==> src/rtl/dma_wb_master.sv <==
// Single-channel DMA engine: moves words between a stream and RAM through a
// classic Wishbone master port, decoupled by a small data FIFO.
module dma_wb_master #(
    parameter int unsigned LEN_W      = 10,
    parameter int unsigned FIFO_DEPTH = 4
) (
    input  logic             wb_clk_i,
    input  logic             wb_rst_i,
    input  logic             start,
    input  logic             dir,
    input  logic [31:0]      base_adr,
    input  logic [LEN_W-1:0] len,
    output logic             busy,
    output logic             done,
    input  logic             s_tvalid,
    output logic             s_tready,
    input  logic [31:0]      s_tdata,
    output logic             m_tvalid,
    input  logic             m_tready,
    output logic [31:0]      m_tdata,
    output logic             wbm_cyc_o,
    output logic             wbm_stb_o,
    output logic             wbm_we_o,
    output logic [3:0]       wbm_sel_o,
    output logic [31:0]      wbm_adr_o,
    output logic [31:0]      wbm_dat_o,
    input  logic             wbm_ack_i,
    input  logic [31:0]      wbm_dat_i
);
    localparam int unsigned DATA_W = 32;
    localparam int unsigned ADR_W  = 32;
    localparam int unsigned PTR_W  = (FIFO_DEPTH > 1) ? $clog2(FIFO_DEPTH) : 1;
    localparam int unsigned CNT_W  = PTR_W + 1;

    typedef enum logic [2:0] {
        S_IDLE, S_WR_FILL, S_WR_REQ, S_RD_REQ, S_RD_DRAIN, S_FIN
    } state_t;

    state_t             r_state;
    state_t             w_state_nxt;
    logic               r_dir;
    logic [ADR_W-1:0]   r_base;
    logic [LEN_W-1:0]   r_len;
    logic [LEN_W-1:0]   r_issued;
    logic [LEN_W-1:0]   r_accepted;
    logic               r_gap;
    logic [DATA_W-1:0]  r_mem [FIFO_DEPTH];
    logic [PTR_W-1:0]   r_wr_ptr;
    logic [PTR_W-1:0]   r_rd_ptr;
    logic [CNT_W-1:0]   r_count;

    logic               w_full;
    logic               w_empty;
    logic               w_ack;
    logic               w_last;
    logic               w_s_hs;
    logic               w_m_hs;
    logic               w_push;
    logic               w_pop;
    logic               w_push_ok;
    logic               w_pop_ok;
    logic [DATA_W-1:0]  w_head;
    logic [DATA_W-1:0]  w_push_data;

    assign w_full      = (r_count == CNT_W'(FIFO_DEPTH));
    assign w_empty     = (r_count == '0);
    assign w_head      = r_mem[r_rd_ptr];
    assign w_ack       = wbm_ack_i & wbm_stb_o;
    assign w_last      = ((r_issued + LEN_W'(1)) == r_len);
    assign w_s_hs      = s_tvalid & s_tready;
    assign w_m_hs      = m_tvalid & m_tready;
    assign w_push      = w_s_hs | (w_ack & (r_state == S_RD_REQ));
    assign w_pop       = w_m_hs | (w_ack & (r_state == S_WR_REQ));
    assign w_push_ok   = w_push & (!w_full | w_pop);
    assign w_pop_ok    = w_pop & !w_empty;
    assign w_push_data = r_dir ? wbm_dat_i : s_tdata;

    // State register
    always_ff @(posedge wb_clk_i or posedge wb_rst_i) begin
        if (wb_rst_i) r_state <= S_IDLE;
        else          r_state <= w_state_nxt;
    end

    // Next-state logic
    always_comb begin
        w_state_nxt = r_state;
        unique case (r_state)
            S_IDLE: begin
                if (start) begin
                    if (len == '0) w_state_nxt = S_FIN;
                    else if (dir)  w_state_nxt = S_RD_REQ;
                    else           w_state_nxt = S_WR_FILL;
                end
            end
            S_WR_FILL:  if (!w_empty) w_state_nxt = S_WR_REQ;
            S_WR_REQ:   if (w_ack) w_state_nxt = w_last ? S_FIN : S_WR_FILL;
            S_RD_REQ:   if (w_ack && w_last) w_state_nxt = S_RD_DRAIN;
            // Leave as the final beat pops so done lands one cycle after it
            S_RD_DRAIN: if (w_empty || ((r_count == CNT_W'(1)) && w_pop_ok)) w_state_nxt = S_FIN;
            S_FIN:      w_state_nxt = S_IDLE;
            default:    w_state_nxt = S_IDLE;
        endcase
    end

    // Outputs decoded from registered state; r_gap forces the post-ack idle cycle in read mode
    always_comb begin
        busy      = (r_state != S_IDLE);
        done      = (r_state == S_FIN);
        wbm_stb_o = (r_state == S_WR_REQ) ||
                    ((r_state == S_RD_REQ) && !r_gap && !w_full);
        wbm_cyc_o = wbm_stb_o;
        wbm_we_o  = (r_state == S_WR_REQ);
        wbm_sel_o = wbm_stb_o ? 4'hF : 4'h0;
        wbm_adr_o = wbm_stb_o ? (r_base + ADR_W'({r_issued, 2'b00})) : '0;
        wbm_dat_o = wbm_we_o ? w_head : '0;
        s_tready  = ((r_state == S_WR_FILL) || (r_state == S_WR_REQ)) &&
                    !w_full && (r_accepted < r_len);
        m_tvalid  = ((r_state == S_RD_REQ) || (r_state == S_RD_DRAIN)) && !w_empty;
        m_tdata   = r_dir ? w_head : '0;
    end

    // Command latch, counters and FIFO storage
    always_ff @(posedge wb_clk_i or posedge wb_rst_i) begin
        if (wb_rst_i) begin
            r_dir      <= 1'b0;
            r_base     <= '0;
            r_len      <= '0;
            r_issued   <= '0;
            r_accepted <= '0;
            r_gap      <= 1'b0;
            r_wr_ptr   <= '0;
            r_rd_ptr   <= '0;
            r_count    <= '0;
            for (int unsigned i = 0; i < FIFO_DEPTH; i++) r_mem[i] <= '0;
        end else begin
            if ((r_state == S_IDLE) && start) begin
                r_dir      <= dir;
                r_base     <= base_adr & 32'hFFFF_FFFC;
                r_len      <= len;
                r_issued   <= '0;
                r_accepted <= '0;
            end else begin
                if (w_ack)  r_issued   <= r_issued + LEN_W'(1);
                if (w_s_hs) r_accepted <= r_accepted + LEN_W'(1);
            end
            r_gap <= w_ack;
            if (w_push_ok) begin
                r_mem[r_wr_ptr] <= w_push_data;
                r_wr_ptr        <= r_wr_ptr + PTR_W'(1);
            end
            if (w_pop_ok) r_rd_ptr <= r_rd_ptr + PTR_W'(1);
            r_count <= r_count + CNT_W'(w_push_ok) - CNT_W'(w_pop_ok);
        end
    end

endmodule

==> config.mk <==
export PLATFORM = sky130hd
export DESIGN_NAME = dma_wb_master
export DESIGN_NICKNAME = d
export VERILOG_FILES = /design/src/rtl/dma_wb_master.sv
export SDC_FILE = /design/constraint.sdc
export NUM_CORES = 1
export LEC_CHECK = 0
export BUFFER_PORTS_ARGS = -buffer_cell sky130_fd_sc_hd__buf_4
export CAP_MARGIN = 20
export CORE_ASPECT_RATIO = 2
export CORE_MARGIN = 2
export CORE_UTILIZATION = 45
export DETAILED_ROUTE_END_ITERATION = 7
export HOLD_SLACK_MARGIN = 0.15
export MAX_ROUTING_LAYER = met4
export PLACE_DENSITY = 0.71
export SETUP_SLACK_MARGIN = 0.3
export SLEW_MARGIN = 10
export SYNTH_ARGS = -nofsm -noshare
export SYNTH_HDL_FRONTEND = slang
export SYNTH_SLANG_ARGS = --single-unit
==> constraint.sdc <==
create_clock -name wb_clk_i -period 13.8 [get_ports wb_clk_i]
set_clock_uncertainty 0.2 [all_clocks]
set_input_delay 0.69 -clock wb_clk_i [delete_from_list [all_inputs] [get_ports wb_clk_i]]
set_output_delay 0.69 -clock wb_clk_i [all_outputs]
set_load 0.02 [all_outputs]
# After elaboration in Yosys (flattened, before gate mapping)
# Cells that the tools add are included.
# word_totals
ff_bits,200
latch_bits,0
ram_bits,0
mem_bits_ro,0
in_bits,113
output_inout_bits,107
elab_cells,97
memories,0
# op_classes
add_sub_neg,7
mul,0
div,0
n_lt_le_gt_ge,4
n_eq_ne,13
shifts,0
muxes,24
bitwise_logic,12
reduce_logical,23
# op_table
cell,count
two-way mux 32 bit,7
bitwise mux 128 bit,1
binary-select mux 32 bit (select 2 bit),1
demux 32 bit (select 2 bit),1
two-way mux 10 bit,4
adder 32 x 12 -> 32 bit,1
two-way mux 3 bit,7
adder 10 x 1 -> 10 bit (second input constant),2
case mux 3 bit (5 select lines),1
== test 10 bit,1
zero test 10 bit,1
less-than comparator 10 bit,1
== test 3 bit (second input constant),3
logical AND 1 bit,9
bitwise AND 1 bit,7
== test 3 x 1 -> 1 bit (second input constant),2
== test 3 x 2 -> 1 bit (second input constant),2
>= comparator 3 bit (second input constant),2
zero test 3 bit,2
!= test 2 bit (second input constant),3
NOT 2 -> 3 bit,2
AND reduction 5 bit,1
adder 2 x 1 -> 2 bit (second input constant),2
logical OR 1 bit,4
10 further kinds,16

# Logic depth before layout (Yosys ltp)
# Gate-level depths: netlist of run 1.
# logic_depth
word_depth,12
ltp_mapped,14
mapped_depth_nobuf,14

# Worst setup path after synthesis of run 1
# OpenSTA, ideal clock, no wires.
# synth_path
path_kind,reg2out
startpoint,reg r_issued[0]
endpoint,out wbm_adr_o[22]
arrival_ns,2.683
t_required_ns,12.910
slack_ns,10.227
path_stages_with_launch,10
n_path_buf,1
cell_sequence,dfrtp_1 -> ha_1 -> fa_1 -> a21o_1 -> a21oi_1 -> o21ai_1 -> a41oi_1 -> buf_2 -> o21ai_0 -> a21oi_1
# synth_via
elab_chain_cells,2
# synth_lines
item,line_no,text
start: declaration,44,logic [LEN_W-1:0] r_issued;
start signal: assignment,143,if (w_ack) r_issued <= r_issued + LEN_W'(1);
adder 32 x 12 -> 32 bit,114,"wbm_adr_o = wbm_stb_o ? (r_base + ADR_W'({r_issued, 2'b00})) : '0;"
two-way mux 32 bit,114,
end: declaration,25,"output logic [31:0] wbm_adr_o,"
# No other way between the ends.

# Final worst setup path of run 1
# layout_path
startpoint,reg r_issued[0]
endpoint,out wbm_adr_o[18]
# Same word-level chain as after synthesis.

==> flow_summary.yaml, run 1 <==
place:
  place_worst_setup_slack_ns: 10.15
  io_buffer_count: 215
  dpl.hpwl_um: 18200
  gp_congestion: 0.901
cts:
  clkLatencyLatePin_ns: 0.46
  numCtsBuffers: 17
  h-tree-depth: 4
  root_buffer: "clkbuf_16"
  cts_tree: "yes"
  cts.repair.resized: 0
  clock-sinks: 200
  holdBufCountCts: 0
  cts.clk_slew.worst_paths_ns: 0.07
  cts_buffer_depth: 2
  cts_setup_buffers: 0
yosys:
  yosysTopAreaCellShare: 0.443
  synth_edf_count: 0
  yosys-top-cells-area: "dfrtp_1, mux2_2, mux4_2"
  ys_seq_elements: 200
  netlist-cell-type-count: 60
  syn_inst: 943
  synthFlopType: "dfrtp_1"
  yosysTopAreaCell: "dfrtp_1"
  ys_seq_area_frac: 0.443
  yosys_warnings: 0
  netlist_area_sq_um: 11300
  avgSynthCellArea_sq_um: 12.0
  async_reset_ff_frac: 1.00
flow_run:
  drv_cap: 0
timing:
  fin_tns_setup_ns: 0
  finalCritPeriodShare: 0.301
  slew_violations: 0
  setup_ws_ns: 9.65
  max_slew_margin: 0.323
  clock.fmax_mhz: 241
  tightest_slew_ns: 1.01
  finalSetupViolations: 0
  finalHoldViolCount: 0
  min_period_ns: 4.15
  grt_setup_unrepaired: "no"
worst_setup_path:
  rr_startpoint: "r_len[9]$_DFFE_PP0P_"
  crit_required_ns: 12.91
  startpoint_type: "flip-flop"
  rrSetupSlack_ns: 10.15
  crit_path_end_kind: "output port"
  worstRegToRegCells: 14
  path_max_fanout: 19
  worstSetupPathType: "flip-flop to output port"
  worstPathArrival_ns: 3.26
  rr_endpoint: "r_count[2]$_DFF_PP0_"
die:
  io_pins: 220
  dieArea_sq_um: 26400
  core_area_sq_um: 24800
  initial_core_util: 0.455
  die_height_um: 228
  die_width_um: 116
  rows: 82
pwr:
  p_per_area_nw_per_um2: 254
  p_leak_uw: 0.00609
  irDropWorstVdd_v: 0.000136
global_route:
  grt_pass1_vias: 8213
  gr-total-overflow: 0
  grt_pass1_wl_um: 41900
  track_usage: 0.207
  antenna_found_initial: 0
  grt_max_degree: 113
final_layout:
  insertedDiodeCount: 0
  drive_gt1_frac: 0.415
  nNetsFinal: 1279
  area_growth_syn_to_layout_pct: 21.8
routing:
  drc: 0
  wire_per_inst_um: 17.3
  dr_total_vias: 8121
  firstDrtPassIters: 5
  drt-total-wl_um: 25700
  drt_iter0_markers: 385
  vias_per_cell: 5.47
  drt.antenna.violating_nets: 0
worst_hold_path:
  hold_path_class: "input port to async pin"
outcome:
  status: "finished clean"
==> power by group <==
| group | switching, uW | internal [uW] | total [uW] | leakage [uW] |
|---|---|---|---|---|
| registers | 228 | 873 | 1100 | 0.00241 |
| logic | 919 | 950 | 1870 | 0.00338 |
| clock network | 247 | 277 | 523 | 0.000295 |
==> synthesized netlist by cell type, drive strengths merged, types with 14 or more instances <==
library cell,number
mux2,202
dfrtp,200
and2,68
nand2,49
o21ai,33
a21oi,32
mux4,32
clkbuf,29
nor2,29
ha,27
buf,25
inv,23
nand3,22
xnor2,17
xor2,14
==> worst max-delay path, cell delays in order (launching register included) <==
cell and delay [ns]:
dfrtp_1 0.47, ha_1 0.26, fa_1 0.42, a21o_1 0.19, a21oi_1 0.29, o21ai_1 0.15, a41oi_1 0.26, buf_4 0.25
o21ai_0 0.13, a21oi_1 0.20, buf_4 0.18
==> flip-flops by register name (all words and copies together), names as in the netlist <==
name        count
r_dir           1
r_len          10
r_count         3
r_mem         128
r_gap           1
r_wr_ptr        2
r_state         3
r_rd_ptr        2
r_base         30
r_accepted     10
r_issued       10
==> layout make-up <==
class | count | area (sq um)
Multi-Input combinational cell | 666 | 5880
Clock inverter | 14 | 181
Sequential cell | 200 | 5010
Timing Repair Buffer | 228 | 1730
Tap cell | 336 | 420
Clock buffer | 18 | 429
Inverter | 24 | 97.6
Fill cell | 2139 | 11100
==> cell usage in the layout (no fill, tap or decap), types with 4 or more instances in the layout <==
master and instances:
a211o_1 4, a21boi_4 4, a21o_1 5, a21oi_1 32, and2_1 67, and3_1 11
buf_4 227, clkbuf_16 17, dfrtp_1 198, ha_1 27, inv_1 22, inv_8 7
mux2_1 31, mux2_2 171, mux2i_1 12, mux4_2 32, nand2_1 49, nand2b_1 10
nand3_1 21, nand4_1 11, nor2_1 28, nor3_1 9, o211ai_1 5, o21a_1 8
o21ai_0 29, o31ai_1 9, or3_1 11, or4_1 5, xnor2_1 17, xor2_1 14
==> worst max-delay path by stage <==
stage	from	end	slack (ns)	cells past startpoint
after global placement	r_len[9]$_DFFE_PP0P_	r_count[2]$_DFF_PP0_	10.21	14
after detailed placement	r_len[9]$_DFFE_PP0P_	r_count[2]$_DFF_PP0_	10.15	14
after CTS	r_issued[0]$_DFFE_PP0P_	wbm_adr_o[18]	9.66	10
after global routing	r_issued[0]$_DFFE_PP0P_	wbm_adr_o[18]	9.44	10
final	r_issued[0]$_DFFE_PP0P_	wbm_adr_o[18]	9.65	10
after floorplan	wb_rst_i	r_accepted[0]$_DFFE_PP0P_	7.46	1
==> cells by family (layout without fill, tap and decap cells) <==
kind of cell	count (synthesis)	in the layout	synth area share
multiplexers	246	246	0.276
AO/OA/AOI/OAI	119	119	0.0707
buffers and inverters	78	284	0.0369
AND/OR/NAND/NOR	239	239	0.115
adder cells (fa/ha/maj)	29	29	0.0335
flip-flops	200	200	0.443
XOR/XNOR	31	31	0.0241
other	1	2	0.000332
==> per-stage QoR <==
| stage | utilization | area, sq um | hold WS (ns) | total power [uW] | instances |
|---|---|---|---|---|---|
| 4_1_cts | 0.552 | 13700 | 0.209 | 3530 | 1485 |
| 5_1_grt | 0.554 | 13700 | 0.251 | 3740 | 1486 |
| 3_5_place_dp | 0.528 | 13100 | 0.269 | 3000 | 1453 |
| 6_report | 0.554 | 13700 | 0.186 | 3490 | 1486 |
| 3_3_place_gp | 0.528 | 13100 | 0.262 | 2920 | 1453 |
| 2_1_floorplan | - | 11300 | 0.252 | 2420 | 944 |
==> layer usage <==
layer / up-vias / part of all wire / global-route usage
li1: 3787 / - / -
met1: 4063 / 0.44 / 0.273
met2: 243 / 0.50 / 0.330
met3: 28 / 0.046 / 0.0319
met4: 0 / 0.016 / 0.0632
met5: - / 0 / -
No activity file was read; power rests on OpenSTA's default activity.
==> run 2, diff against run 1 <==
==> constraint.sdc (replaced) <==
create_clock -name wb_clk_i -period 4.2 [get_ports wb_clk_i]
set_clock_uncertainty 0.2 [all_clocks]
set_input_delay 0.21 -clock wb_clk_i [delete_from_list [all_inputs] [get_ports wb_clk_i]]
set_output_delay 0.21 -clock wb_clk_i [all_outputs]
set_load 0.02 [all_outputs]
==> flow_summary.yaml, run 2 (same netlist as run 1, synthesis figures left out) <==
timing:
  min_period_ns: 3.56
  finalCritPeriodShare: 0.847
  slew_violations: 0
  setup_ws_ns: 0.641
  tightest_slew_ns: 0.872
  hold_slack_ns: 0.225
  fin_tns_setup_ns: 0
  finalSetupViolations: 0
  finalHoldViolCount: 0
  clock.fmax_mhz: 281
  max_slew_margin: 0.414
  grt_setup_unrepaired: "no"
routing:
  wire_per_inst_um: 16.8
  drt.antenna.violating_nets: 0
  drt_iter0_markers: 347
  vias_per_cell: 5.32
  firstDrtPassIters: 5
  drc: 0
  dr_total_vias: 8512
  drt-total-wl_um: 26800
cts:
  clkLatencyLatePin_ns: 0.44
  cts.clk_slew.worst_paths_ns: 0.07
  clock-sinks: 200
  root_buffer: "clkbuf_16"
  cts_buffer_depth: 2
  holdBufCountCts: 110
  cts_tree: "yes"
  numCtsBuffers: 17
  cts_setup_buffers: 0
  h-tree-depth: 4
  cts.repair.resized: 0
worst_setup_path:
  worstSetupPathType: "flip-flop to output port"
  startpoint_type: "flip-flop"
  path_buf_inv: 2
  max_stage_delay_ns: 0.47
  crit_slowest_cell: "dfrtp_1"
  worstPathArrival_ns: 3.15
  path_cells: "ha_1 -> fa_1 -> a21o_1 -> a21oi_1 -> o21ai_1 -> a41oi_1 -> buf_4 -> o21ai_0 -> a21oi_1 -> buf_4"
  path_max_fanout: 19
  crit_required_ns: 3.79
  crit_path_end_kind: "output port"
  crit_family: "compound AO/OA/AOI/OAI gates"
global_route:
  gr-total-overflow: 0
  antenna_found_initial: 0
  track_usage: 0.214
  grt_pass1_wl_um: 43700
  grt_max_degree: 102
  grt_pass1_vias: 8827
final_layout:
  most-common-layout-cells: "buf_4, dfrtp_1, mux2_2, dlygate4sd3_1, and2_1"
  nNetsFinal: 1392
  fin_util: 0.599
  final_common_cell: "buf_4"
  fillers: 1996
  largest_reg_flops: 128
  drive_gt1_frac: 0.380
  reg.largest.list: "r_mem: 128 flops, r_base: 30 flops"
  area_growth_syn_to_layout_pct: 31.8
  insertedDiodeCount: 0
  multiInputGateArea_sq_um: 5880
  seqCellArea_sq_um: 5010
  largest_register: "r_mem"
die:
  initial_core_util: 0.455
  dieArea_sq_um: 26400
  die_width_um: 116
  io_pins: 220
  die_height_um: 228
  core_area_sq_um: 24800
  rows: 82
outcome:
  status: "finished clean"
worst_hold_path:
  hold_path_class: "input port to async pin"
pwr:
  p_per_area_nw_per_um2: 782
  p_leak_uw: 0.00656
  power.total_uw: 11600
  irDropWorstVdd_v: 0.000436
flow_run:
  drv_cap: 0
place:
  dpl.hpwl_um: 18300
  place_worst_setup_slack_ns: 0.632
  io_buffer_count: 215
  gp_congestion: 0.901
==> run 2: changes by cell type in the layout (fill, tap and decap cells not counted), sizes merged <==
cell / previous run / this run
dlygate4sd3: 0 / 110
inv: 31 / 27
clkinv: 3 / 7
clkinvlp: 2 / 1
clkbuf: 18 / 20
buf: 228 / 231
bufinv: 2 / 1
==> run 2: metal layers <==
| layer | wire length, um | vias up | GRT usage | part of all wire |
|---|---|---|---|---|
| li1 | - | 4017 | - | - |
| met4 | 384 | 0 | 0.0655 | 0.014 |
| met5 | 0 | - | - | 0 |
| met1 | 11500 | 4214 | 0.261 | 0.43 |
| met3 | 1240 | 25 | 0.0353 | 0.046 |
| met2 | 13700 | 256 | 0.362 | 0.51 |
==> run 2: where the power goes <==
group          internal, uW  total (uW)  switching, uW  leakage, uW
sequential             2870        3600            730      0.00241
clock                   859        1600            746     0.000287
combinational          3340        6430           3090      0.00387
total                  7070       11600           4560      0.00656
==> run 2: path summary, 6_finish.rpt <==
| path | from | end | slack [ns] | depth (start not counted) |
|---|---|---|---|---|
| worst min-delay path | wb_rst_i | r_mem[125]$_DFFE_PP0P_ | 0.22 | 3 |
| worst max-delay path | r_issued[0]$_DFFE_PP0P_ | wbm_adr_o[20] | 0.64 | 10 |
| worst min register to register | r_mem[74]$_DFFE_PP0P_ | r_mem[74]$_DFFE_PP0P_ | 0.29 | 1 |
| min in group wb_clk_i | r_mem[74]$_DFFE_PP0P_ | r_mem[74]$_DFFE_PP0P_ | 0.29 | 1 |
| max in group asynchronous | wb_rst_i | r_mem[72]$_DFFE_PP0P_ | 2.58 | 4 |
| worst max register to register | r_len[9]$_DFFE_PP0P_ | r_count[2]$_DFF_PP0_ | 0.65 | 14 |
==> run 2: final cells by class <==
class / count / area share
multi-input cells: 666 / 0.395
flip-flops and latches: 200 / 0.337
repair buffers: 341 / 0.196
clock buffers: 20 / 0.0307
well taps: 336 / 0.0283
clock inverters: 12 / 0.00765
inverters: 24 / 0.00631
==> run 2: worst reg2reg max path, cell delays in order (launching register included) <==
cell and delay [ns]:
dfrtp_1 0.39, inv_1 0.06, ha_1 0.29, a211o_1 0.33, nor3_4 0.35, and3_1 0.23, o21ai_2 0.16, and2_0 0.27
ha_1 0.31, inv_1 0.06, ha_1 0.13, inv_1 0.05, fa_1 0.37, xnor2_1 0.14, xnor2_1 0.13
==> run 2: per-stage QoR <==
step                instance area (sq um)  std cells
global route                        14900       1599
CTS                                 14900       1598
finish                              14900       1599
detailed placement                  13200       1456
floorplan                           11300        944
global placement                    13200       1456
